--- config.mk ---
export PLATFORM = sky130hd
export DESIGN_NAME = if_fetch_stage
export DESIGN_NICKNAME = d
export VERILOG_FILES = /design/src/rtl/if_fetch_stage.sv
export SDC_FILE = /design/constraint.sdc
export NUM_CORES = 1
export LEC_CHECK = 0
export ABC_AREA = 1
export CORE_MARGIN = 8
export CORE_UTILIZATION = 57
export DETAILED_ROUTE_END_ITERATION = 8
export PLACE_DENSITY = 0.85
export SYNTH_ARGS = -nofsm -noshare
export SYNTH_HDL_FRONTEND = slang
export SYNTH_SLANG_ARGS = --single-unit
--- constraint.sdc ---
create_clock -name clk -period 9.1 [get_ports clk]
set_input_delay 2.73 -clock clk [delete_from_list [all_inputs] [get_ports clk]]
set_output_delay 2.73 -clock clk [all_outputs]
set_load 0.02 [all_outputs]
--- src/rtl/if_fetch_stage.sv ---
// rtl/if_fetch_stage.sv - instruction fetch stage with in-order imem requests and a credit-limited fetch queue
//
// Purpose: owns the fetch PC and issues sequential word requests to instruction
// memory. Returned words are paired with their request PC and buffered in a small
// fetch queue. The queue head is presented to IF/ID once per cycle. Redirects from
// EX flush the queue and discard every response still in flight. A NOP is presented
// whenever the queue is empty.
//
// Ports:
//   clk, rst           clock; synchronous active-high reset
//   stall              hazard stall: queue head is held, not consumed
//   redirect           PC redirect from EX (highest priority)
//   redirect_pc        redirect target; bits [1:0] forced to zero
//   imem_req/addr      request valid and word address (= fetch PC)
//   imem_gnt           request accepted when imem_req && imem_gnt
//   imem_rvalid/rdata  in-order response, latency >= 1
//   instruction_IF     queue head instruction, or NOP 32'h0000_0033 when empty
//   pc_in_ID           PC of instruction_IF, or 0 when empty
//   if_valid           fetch queue non-empty
//   bubble_cnt         empty non-stalled cycle count (only with IF_PERF_CNT_EN)
//
// Optional feature macro: IF_PERF_CNT_EN
module if_fetch_stage #(
  parameter logic [31:0] RESET_PC        = 32'h0000_0000,
  parameter int unsigned FQ_DEPTH        = 2,
  parameter int unsigned MAX_OUTSTANDING = 2
) (
  input  logic        clk,
  input  logic        rst,
  input  logic        stall,
  input  logic        redirect,
  input  logic [31:0] redirect_pc,
  output logic        imem_req,
  output logic [31:0] imem_addr,
  input  logic        imem_gnt,
  input  logic        imem_rvalid,
  input  logic [31:0] imem_rdata,
  output logic [31:0] instruction_IF,
  output logic [31:0] pc_in_ID,
  output logic        if_valid
`ifdef IF_PERF_CNT_EN
  ,output logic [31:0] bubble_cnt
`endif
);

  localparam logic [31:0] NOP = 32'h0000_0033;
  localparam int unsigned CW  = $clog2(FQ_DEPTH + 1);
  localparam int unsigned QPW = (FQ_DEPTH > 1) ? $clog2(FQ_DEPTH) : 1;
  localparam int unsigned TPW = (MAX_OUTSTANDING > 1) ? $clog2(MAX_OUTSTANDING) : 1;

  logic [31:0]    r_fetch_pc;
  logic [31:0]    r_q_pc   [FQ_DEPTH];
  logic [31:0]    r_q_data [FQ_DEPTH];
  logic [QPW-1:0] r_q_wr;
  logic [QPW-1:0] r_q_rd;
  logic [CW-1:0]  r_q_cnt;
  logic [31:0]    r_tag_pc [MAX_OUTSTANDING];
  logic [TPW-1:0] r_tag_wr;
  logic [TPW-1:0] r_tag_rd;
  logic [CW-1:0]  r_out_cnt;
  logic [CW-1:0]  r_drop_cnt;

  logic           w_valid;
  logic           w_rsp;
  logic           w_push;
  logic           w_pop;
  logic           w_accept;
  logic [CW:0]    w_credit_used;
  logic           w_unused_pc_lsb;

  function automatic logic [QPW-1:0] q_next(input logic [QPW-1:0] p);
    return (p == QPW'(FQ_DEPTH - 1)) ? '0 : p + QPW'(1);
  endfunction

  function automatic logic [TPW-1:0] t_next(input logic [TPW-1:0] p);
    return (p == TPW'(MAX_OUTSTANDING - 1)) ? '0 : p + TPW'(1);
  endfunction

  assign w_unused_pc_lsb = &{1'b0, redirect_pc[1:0]};

  assign w_valid  = !rst && (r_q_cnt != '0);
  // A response with nothing outstanding is stale (e.g. issued before a reset).
  assign w_rsp    = imem_rvalid && (r_out_cnt != '0);
  assign w_push   = w_rsp && !redirect && (r_drop_cnt == '0);
  assign w_pop    = w_valid && !stall && !redirect;

  // Credit = queued + outstanding. A head consumed this cycle frees its slot
  // immediately, which is what sustains one instruction per cycle at depth 2.
  assign w_credit_used = {1'b0, r_out_cnt} + {1'b0, r_q_cnt} - {{CW{1'b0}}, w_pop};
  assign imem_req  = !rst && !redirect
                   && (r_out_cnt < CW'(MAX_OUTSTANDING))
                   && (w_credit_used < (CW+1)'(FQ_DEPTH));
  assign imem_addr = r_fetch_pc;
  assign w_accept  = imem_req && imem_gnt;

  assign if_valid       = w_valid;
  assign instruction_IF = w_valid ? r_q_data[r_q_rd] : NOP;
  assign pc_in_ID       = w_valid ? r_q_pc[r_q_rd]   : 32'h0;

  always_ff @(posedge clk) begin
    if (rst) begin
      r_fetch_pc <= RESET_PC;
      r_q_wr     <= '0;
      r_q_rd     <= '0;
      r_q_cnt    <= '0;
      r_tag_wr   <= '0;
      r_tag_rd   <= '0;
      r_out_cnt  <= '0;
      r_drop_cnt <= '0;
    end else begin
      if (redirect) begin
        r_fetch_pc <= {redirect_pc[31:2], 2'b00};
      end else if (w_accept) begin
        r_fetch_pc <= r_fetch_pc + 32'd4;
      end
      // Tags keep flowing through redirects so dropped responses still pop theirs.
      if (w_accept) r_tag_wr <= t_next(r_tag_wr);
      if (w_rsp)    r_tag_rd <= t_next(r_tag_rd);
      r_out_cnt <= r_out_cnt + CW'(w_accept) - CW'(w_rsp);
      if (redirect) begin
        // Everything still in flight after this cycle is wrong-path; the earlier
        // drop backlog is already part of the outstanding count.
        r_drop_cnt <= r_out_cnt - CW'(w_rsp);
        r_q_cnt    <= '0;
        r_q_wr     <= '0;
        r_q_rd     <= '0;
      end else begin
        if (w_rsp && (r_drop_cnt != '0)) r_drop_cnt <= r_drop_cnt - CW'(1);
        if (w_push) r_q_wr <= q_next(r_q_wr);
        if (w_pop)  r_q_rd <= q_next(r_q_rd);
        r_q_cnt <= r_q_cnt + CW'(w_push) - CW'(w_pop);
      end
    end
  end

  always_ff @(posedge clk) begin
    if (w_accept) r_tag_pc[r_tag_wr] <= r_fetch_pc;
    if (w_push) begin
      r_q_pc[r_q_wr]   <= r_tag_pc[r_tag_rd];
      r_q_data[r_q_wr] <= imem_rdata;
    end
  end

`ifdef IF_PERF_CNT_EN
  logic [31:0] r_bubble_cnt;

  always_ff @(posedge clk) begin
    if (rst) begin
      r_bubble_cnt <= '0;
    end else if (!stall && !w_valid && (r_bubble_cnt != 32'hFFFF_FFFF)) begin
      r_bubble_cnt <= r_bubble_cnt + 32'd1;
    end
  end

  assign bubble_cnt = r_bubble_cnt;
`endif

endmodule
# Word-level counts from Yosys, hierarchy flattened

Memory sizes are Yosys's and may differ from the RTL's. A register that Yosys moved wholly into a read port is not among the register bits.
Index checks and enable logic that the tools add are counted.

Input port bits: 70
Logic and storage cells: 68
Memory bits (writable): 192
Bits in latches: 0
Memory bits (read-only): 0
Flip-flop bits (word level): 42
Output and inout bits: 98
Memories: 3

Memories:

| memory   | depth | width | read ports | clocked after Yosys merged registers in | write ports | line | RTL |
|---|---|---|---|---|---|---|---|
| r_q_data | 2     | 32    | 1          | 1                                       | 1           | 53   | `logic [31:0] r_q_data [FQ_DEPTH];` |
| r_q_pc   | 2     | 32    | 1          | 1                                       | 1           | 52   | `logic [31:0] r_q_pc [FQ_DEPTH];` |
| r_tag_pc | 2     | 32    | 1          | 1                                       | 1           | 57   | `logic [31:0] r_tag_pc [MAX_OUTSTANDING];` |

Multipliers: 0
Eq/ne operators: 0
Shifts and indexed selects: 0
Add/sub/neg operators: 13
Order comparisons: 2
Div/mod/pow operators: 0
Muxes and demuxes: 20
Bitwise logic cells: 0
Reduce and logical (&&, ||, !) cells: 21

Operators by type and width:

| kind                                                        | count |
|---|---|
| 2-to-1 mux 32 bit                                           | 4 |
| adder 32 x 3 -> 32 bit (second input constant)              | 1 |
| 2-to-1 mux 1 bit                                            | 14 |
| logical AND 1 bit                                           | 11 |
| nonzero test 2 bit                                          | 5 |
| subtractor 2 x 1 -> 2 bit                                   | 3 |
| adder 1 bit (second input constant)                         | 4 |
| adder 2 x 1 -> 2 bit                                        | 2 |
| 2-to-1 mux 2 bit                                            | 2 |
| adder 2 x 2 -> 3 bit                                        | 1 |
| logical NOT 1 bit                                           | 3 |
| less-than comparator 3 x 2 -> 1 bit (second input constant) | 1 |
| subtractor 3 x 1 -> 3 bit                                   | 1 |
| logical NOT 2 bit                                           | 1 |
| less-than comparator 2 bit (second input constant)          | 1 |
| OR reduction 2 bit                                          | 1 |
| subtractor 2 x 1 -> 2 bit (second input constant)           | 1 |

# Longest topological paths before layout

Depth in word-level cells: 10
Mapped depth: 19
Mapped depth without buffers: 17

# Worst setup path before layout

OpenSTA, ideal clock, no wires.

Kind: input to output
Start: in stall
End: out imem_req
Setup slack: 2.019 ns
Path buffers: 0
Stages: 10
Data required time: 6.370 ns
Data arrival time: 4.351 ns
Cell sequence: or2_2 > nor2_1 > inv_1 > nand2_1 > nand3_1 > fa_1 > nand2_1 > nor2_4 > nand2_1 > inv_1

Cells in the longest elaborated chain, start to end: 6

Ends and longest elaborated chain:

| element                             | line | RTL |
|---|---|---|
| start: declaration                  | 30   | `input logic stall,` |
| logical NOT 1 bit                   | 85   | `assign w_pop = w_valid && !stall && !redirect;` |
| logical AND 1 bit (2 in a row)      | 85   |  |
| subtractor 3 x 1 -> 3 bit           | 89   | `assign w_credit_used = {1'b0, r_out_cnt} + {1'b0, r_q_cnt} - {{CW{1'b0}}, w_pop};` |
| less-than comparator 3 x 2 -> 1 bit | 92   | `&& (w_credit_used < (CW+1)'(FQ_DEPTH));` |
| logical AND 1 bit                   | 92   |  |
| end: declaration                    | 33   | `output logic imem_req,` |

Every way passes these cells.

# Worst setup path in the final report

Start: in redirect
End: out imem_req

Cells in the longest elaborated chain, start to end: 5
Elaborated cells between the ends (all ways): 7
Classes of those cells: add/sub: 1; order compare: 1; reduce/logical: 5

Ends and longest elaborated chain:

| element                             | line   | RTL |
|---|---|---|
| start: declaration                  | 31     | `input logic redirect,` |
| logical NOT 1 bit (*)               | 85, 90 |  |
| logical AND 1 bit                   | 85     |  |
| subtractor 3 x 1 -> 3 bit           | 89     |  |
| less-than comparator 3 x 2 -> 1 bit | 92     |  |
| logical AND 1 bit (*)               | 92     |  |

Mark *: on every way between the ends. The rest lies on a longest branch, timed or not.

==> results.sh <==
export IMPL_status="finished, final reports clean"
export IMPL_fin_nets=1134
export IMPL_place_area_sq_um=11800
export IMPL_grt_max_degree=67
export IMPL_reg2reg_from="r_q_cnt[1]$_SDFF_PP0_"
export IMPL_cts_tree="built"
export IMPL_layout_cells_non_filler=1297
export IMPL_grt_ovfl_total=0
export IMPL_clock_path_buffers=3
export IMPL_hold_depth=1
export IMPL_clk_latency_ps=500
export IMPL_critPathArrivalTime_ps=5500
export IMPL_drv_cap=0
export IMPL_finalCritPeriodShare_pct=90.4
export IMPL_ctsRootBufferMaster="clkbuf_16"
export IMPL_drt_first_pass_iters=5
export IMPL_fin_skew_ps=11.3
export IMPL_drtIter0Drc=506
export IMPL_ios=168
export IMPL_row_count=48
export IMPL_cts_buffers=23
export IMPL_synthFlopType="edfxtp_1"
export IMPL_syn_to_final_growth_pct=26.0
export IMPL_rsz0062_at_grt="false"
export IMPL_antenna_found_initial=0
export IMPL_fmax_mhz=122
export IMPL_synth_seq_area_share_pct=63.8
export IMPL_final_hold_viol_count=0
export IMPL_hold_buffers=0
export IMPL_drt_wl_total_um=22200
export IMPL_synth_edff_count=184
export IMPL_yosysWarnings=0
export IMPL_crit_start="redirect"
export IMPL_ff2ff_setup_slack_ps=5650
export IMPL_start_util_pct=58.1
export IMPL_ys_types=35
export IMPL_crit_type="input port to primary output"
export IMPL_cts_resized_gates=0
export IMPL_syn_inst=891
export IMPL_power_leakage_uw=0.00492
export IMPL_grt_use_total_pct=19.7
export IMPL_diodes=0
export IMPL_period_minus_slack_ps=8230
export IMPL_dp_cells=1256
export IMPL_grt_pass1_vias=6766
export IMPL_worst_pin_slew_ps=918
export IMPL_wl_per_cell_um=17.1
export IMPL_grt_pass1_wl_um=34500
export IMPL_reg2reg_depth=12
export IMPL_cts_sinks=226
export IMPL_clk_pin_slew_worst_paths_ps=60
export IMPL_htreeDepth=1
export IMPL_cp_end_kind="primary output"
export IMPL_post_cts_buffers=0
export IMPL_dieHeight_um=148
export IMPL_r2r_end="r_tag_pc[0][6]$_DFFE_PP_"
export IMPL_die_area_sq_um=22000
export IMPL_postRouteAntennaNets=0
export IMPL_hp_start="r_tag_rd$_SDFFE_PP0P_"
export IMPL_coreArea_sq_um=17200
export IMPL_vias_per_cell=5.22
export IMPL_layout_drive_gt1_share_pct=14.6
export IMPL_finalSetupTns_ps=0
export IMPL_stdcell_area_sq_um=12600
export IMPL_port_buffers=161
export IMPL_vdd_ir_drop_max_uv=154
export IMPL_dp_hpwl_um=14400
export IMPL_synth_area_per_cell_sq_um=11.2
export IMPL_hold_path_class="flop to flop"
export IMPL_synth_seq_cells=226
export IMPL_slew_viol_final=0
export IMPL_max_slew_margin_rel_pct=38.8
export IMPL_die_w_um=148
export IMPL_critPathMaxFanout=26
export IMPL_n_fill_cell=1161
export IMPL_setup_viol=0
export IMPL_crit_path_start_kind="input port"
export IMPL_synth_area_sq_um=9980
export IMPL_required_ps=6370
export IMPL_gp_congestion=0.939
export IMPL_total_power_uw=2530
export IMPL_async_flop_share_pct=0
export IMPL_drc=0
export IMPL_powerDensity_nw_per_um2=201
export IMPL_whs_endpoint="r_tag_rd$_SDFFE_PP0P_"
export IMPL_dr_total_vias=6767
## registers in the layout (all words and copies together) (netlist names), named ones only
signal / flops
r_q_data: 64
r_q_pc: 60
r_tag_pc: 60
imem_addr: 30
r_drop_cnt: 2
r_out_cnt: 2
r_q_cnt: 2
r_q_rd: 1
r_q_wr: 1
r_tag_rd: 1
r_tag_wr: 1
## worst max path at each step
stage,endpoint,slack (ps),cells past startpoint
6_report,imem_req,870,13
5_1_grt,imem_req,590,13
4_1_cts,imem_req,860,13
3_5_place_dp,imem_req,880,13
3_3_place_gp,imem_req,940,13
2_1_floorplan,imem_req,2020,10
## per-layer routing
layer / track usage [%] / wire length [um] / vias up / share of wire [%]
met5: 0 / 0 / - / 0
met4: 6.37 / 412 / 0 / 1.9
met3: 3.74 / 1750 / 33 / 7.9
met1: 23.6 / 9110 / 3164 / 41
met2: 35.0 / 11000 / 280 / 49
li1: - / - / 3290 / -
## logic make-up (layout without fill, tap and decap cells)
family / after synthesis / in the layout / share of synthesized area (%)
other: 1 / 4 / 0.0376
DFF: 226 / 226 / 63.8
xor gates and xnor gates: 12 / 12 / 1.05
adders and majority gates: 8 / 8 / 1.08
buffers and inverters: 165 / 343 / 6.85
and+or+nand+nor: 329 / 329 / 13.8
AOI/OAI and AO/OA: 62 / 62 / 3.44
muxes: 88 / 88 / 9.93
## cell usage in the layout (no fill, tap or decap), types with 4 or more instances in the layout
| cell type | count |
|---|---|
| a21oi_1 | 28 |
| clkbuf_8 | 7 |
| inv_1 | 128 |
| dfxtp_1 | 41 |
| clkinv_2 | 4 |
| nor2_2 | 4 |
| edfxtp_1 | 184 |
| nor2_4 | 6 |
| conb_1 | 4 |
| xnor2_1 | 5 |
| buf_4 | 9 |
| o21ai_0 | 21 |
| o211ai_1 | 4 |
| clkbuf_16 | 23 |
| ha_1 | 7 |
| clkdlybuf4s50_1 | 161 |
| xor2_1 | 7 |
| mux2_2 | 88 |
| nand3_1 | 55 |
| nor2_1 | 48 |
| nand2_1 | 206 |
## cell type report
class	instances	area [sq um]	share of cell area [%]
multi-input combinational	503	2970	23.6
clock inverter	8	91.3	0.726
inverter	132	505	4.02
clock buffer	33	683	5.43
timing repair buffer	170	1680	13.4
sequential	226	6370	50.6
tap	225	282	2.24
## critical path: stages
cell             delay, ps
clkdlybuf4s50_1        470
clkinv_4               210
nand2_4                120
nor2_1                 310
inv_1                  110
nand2_1                 70
nand3_1                 80
fa_1                   480
nand2_1                 80
nor2_4                 140
nand2_1                 60
inv_1                   50
clkdlybuf4s50_1        590
## cell usage after synthesis (4+ instances only)
library cell	number	area share [%]
buf_2	10	0.50
nor2_1	53	2.0
ha_1	7	0.88
nand2_1	206	7.8
mux2_2	88	9.9
o211ai_1	4	0.30
o21ai_0	21	1.1
xnor2_1	5	0.44
buf_4	7	0.53
nand3_1	55	2.8
xor2_1	7	0.61
clkbuf_1	13	0.49
dfxtp_1	42	8.4
inv_1	128	4.8
edfxtp_1	184	55
a21oi_1	28	1.4
## power by group
group          switching (uW)  internal (uW)
Sequential               40.4           1210
Combinational             190            149
Clock                     369            577
Total                     599           1930
## through the flow
stage                     setup slack [ps]  utilization (%)  hold slack, ps
after detailed placement               879             68.7             452
final                                  872             73.2             466
after floorplan                       2020                -             425
after global routing                   588             73.2             500
after CTS                              862             73.2             463
after global placement                 936             68.7             434
(Power assumes the default switching activity.)
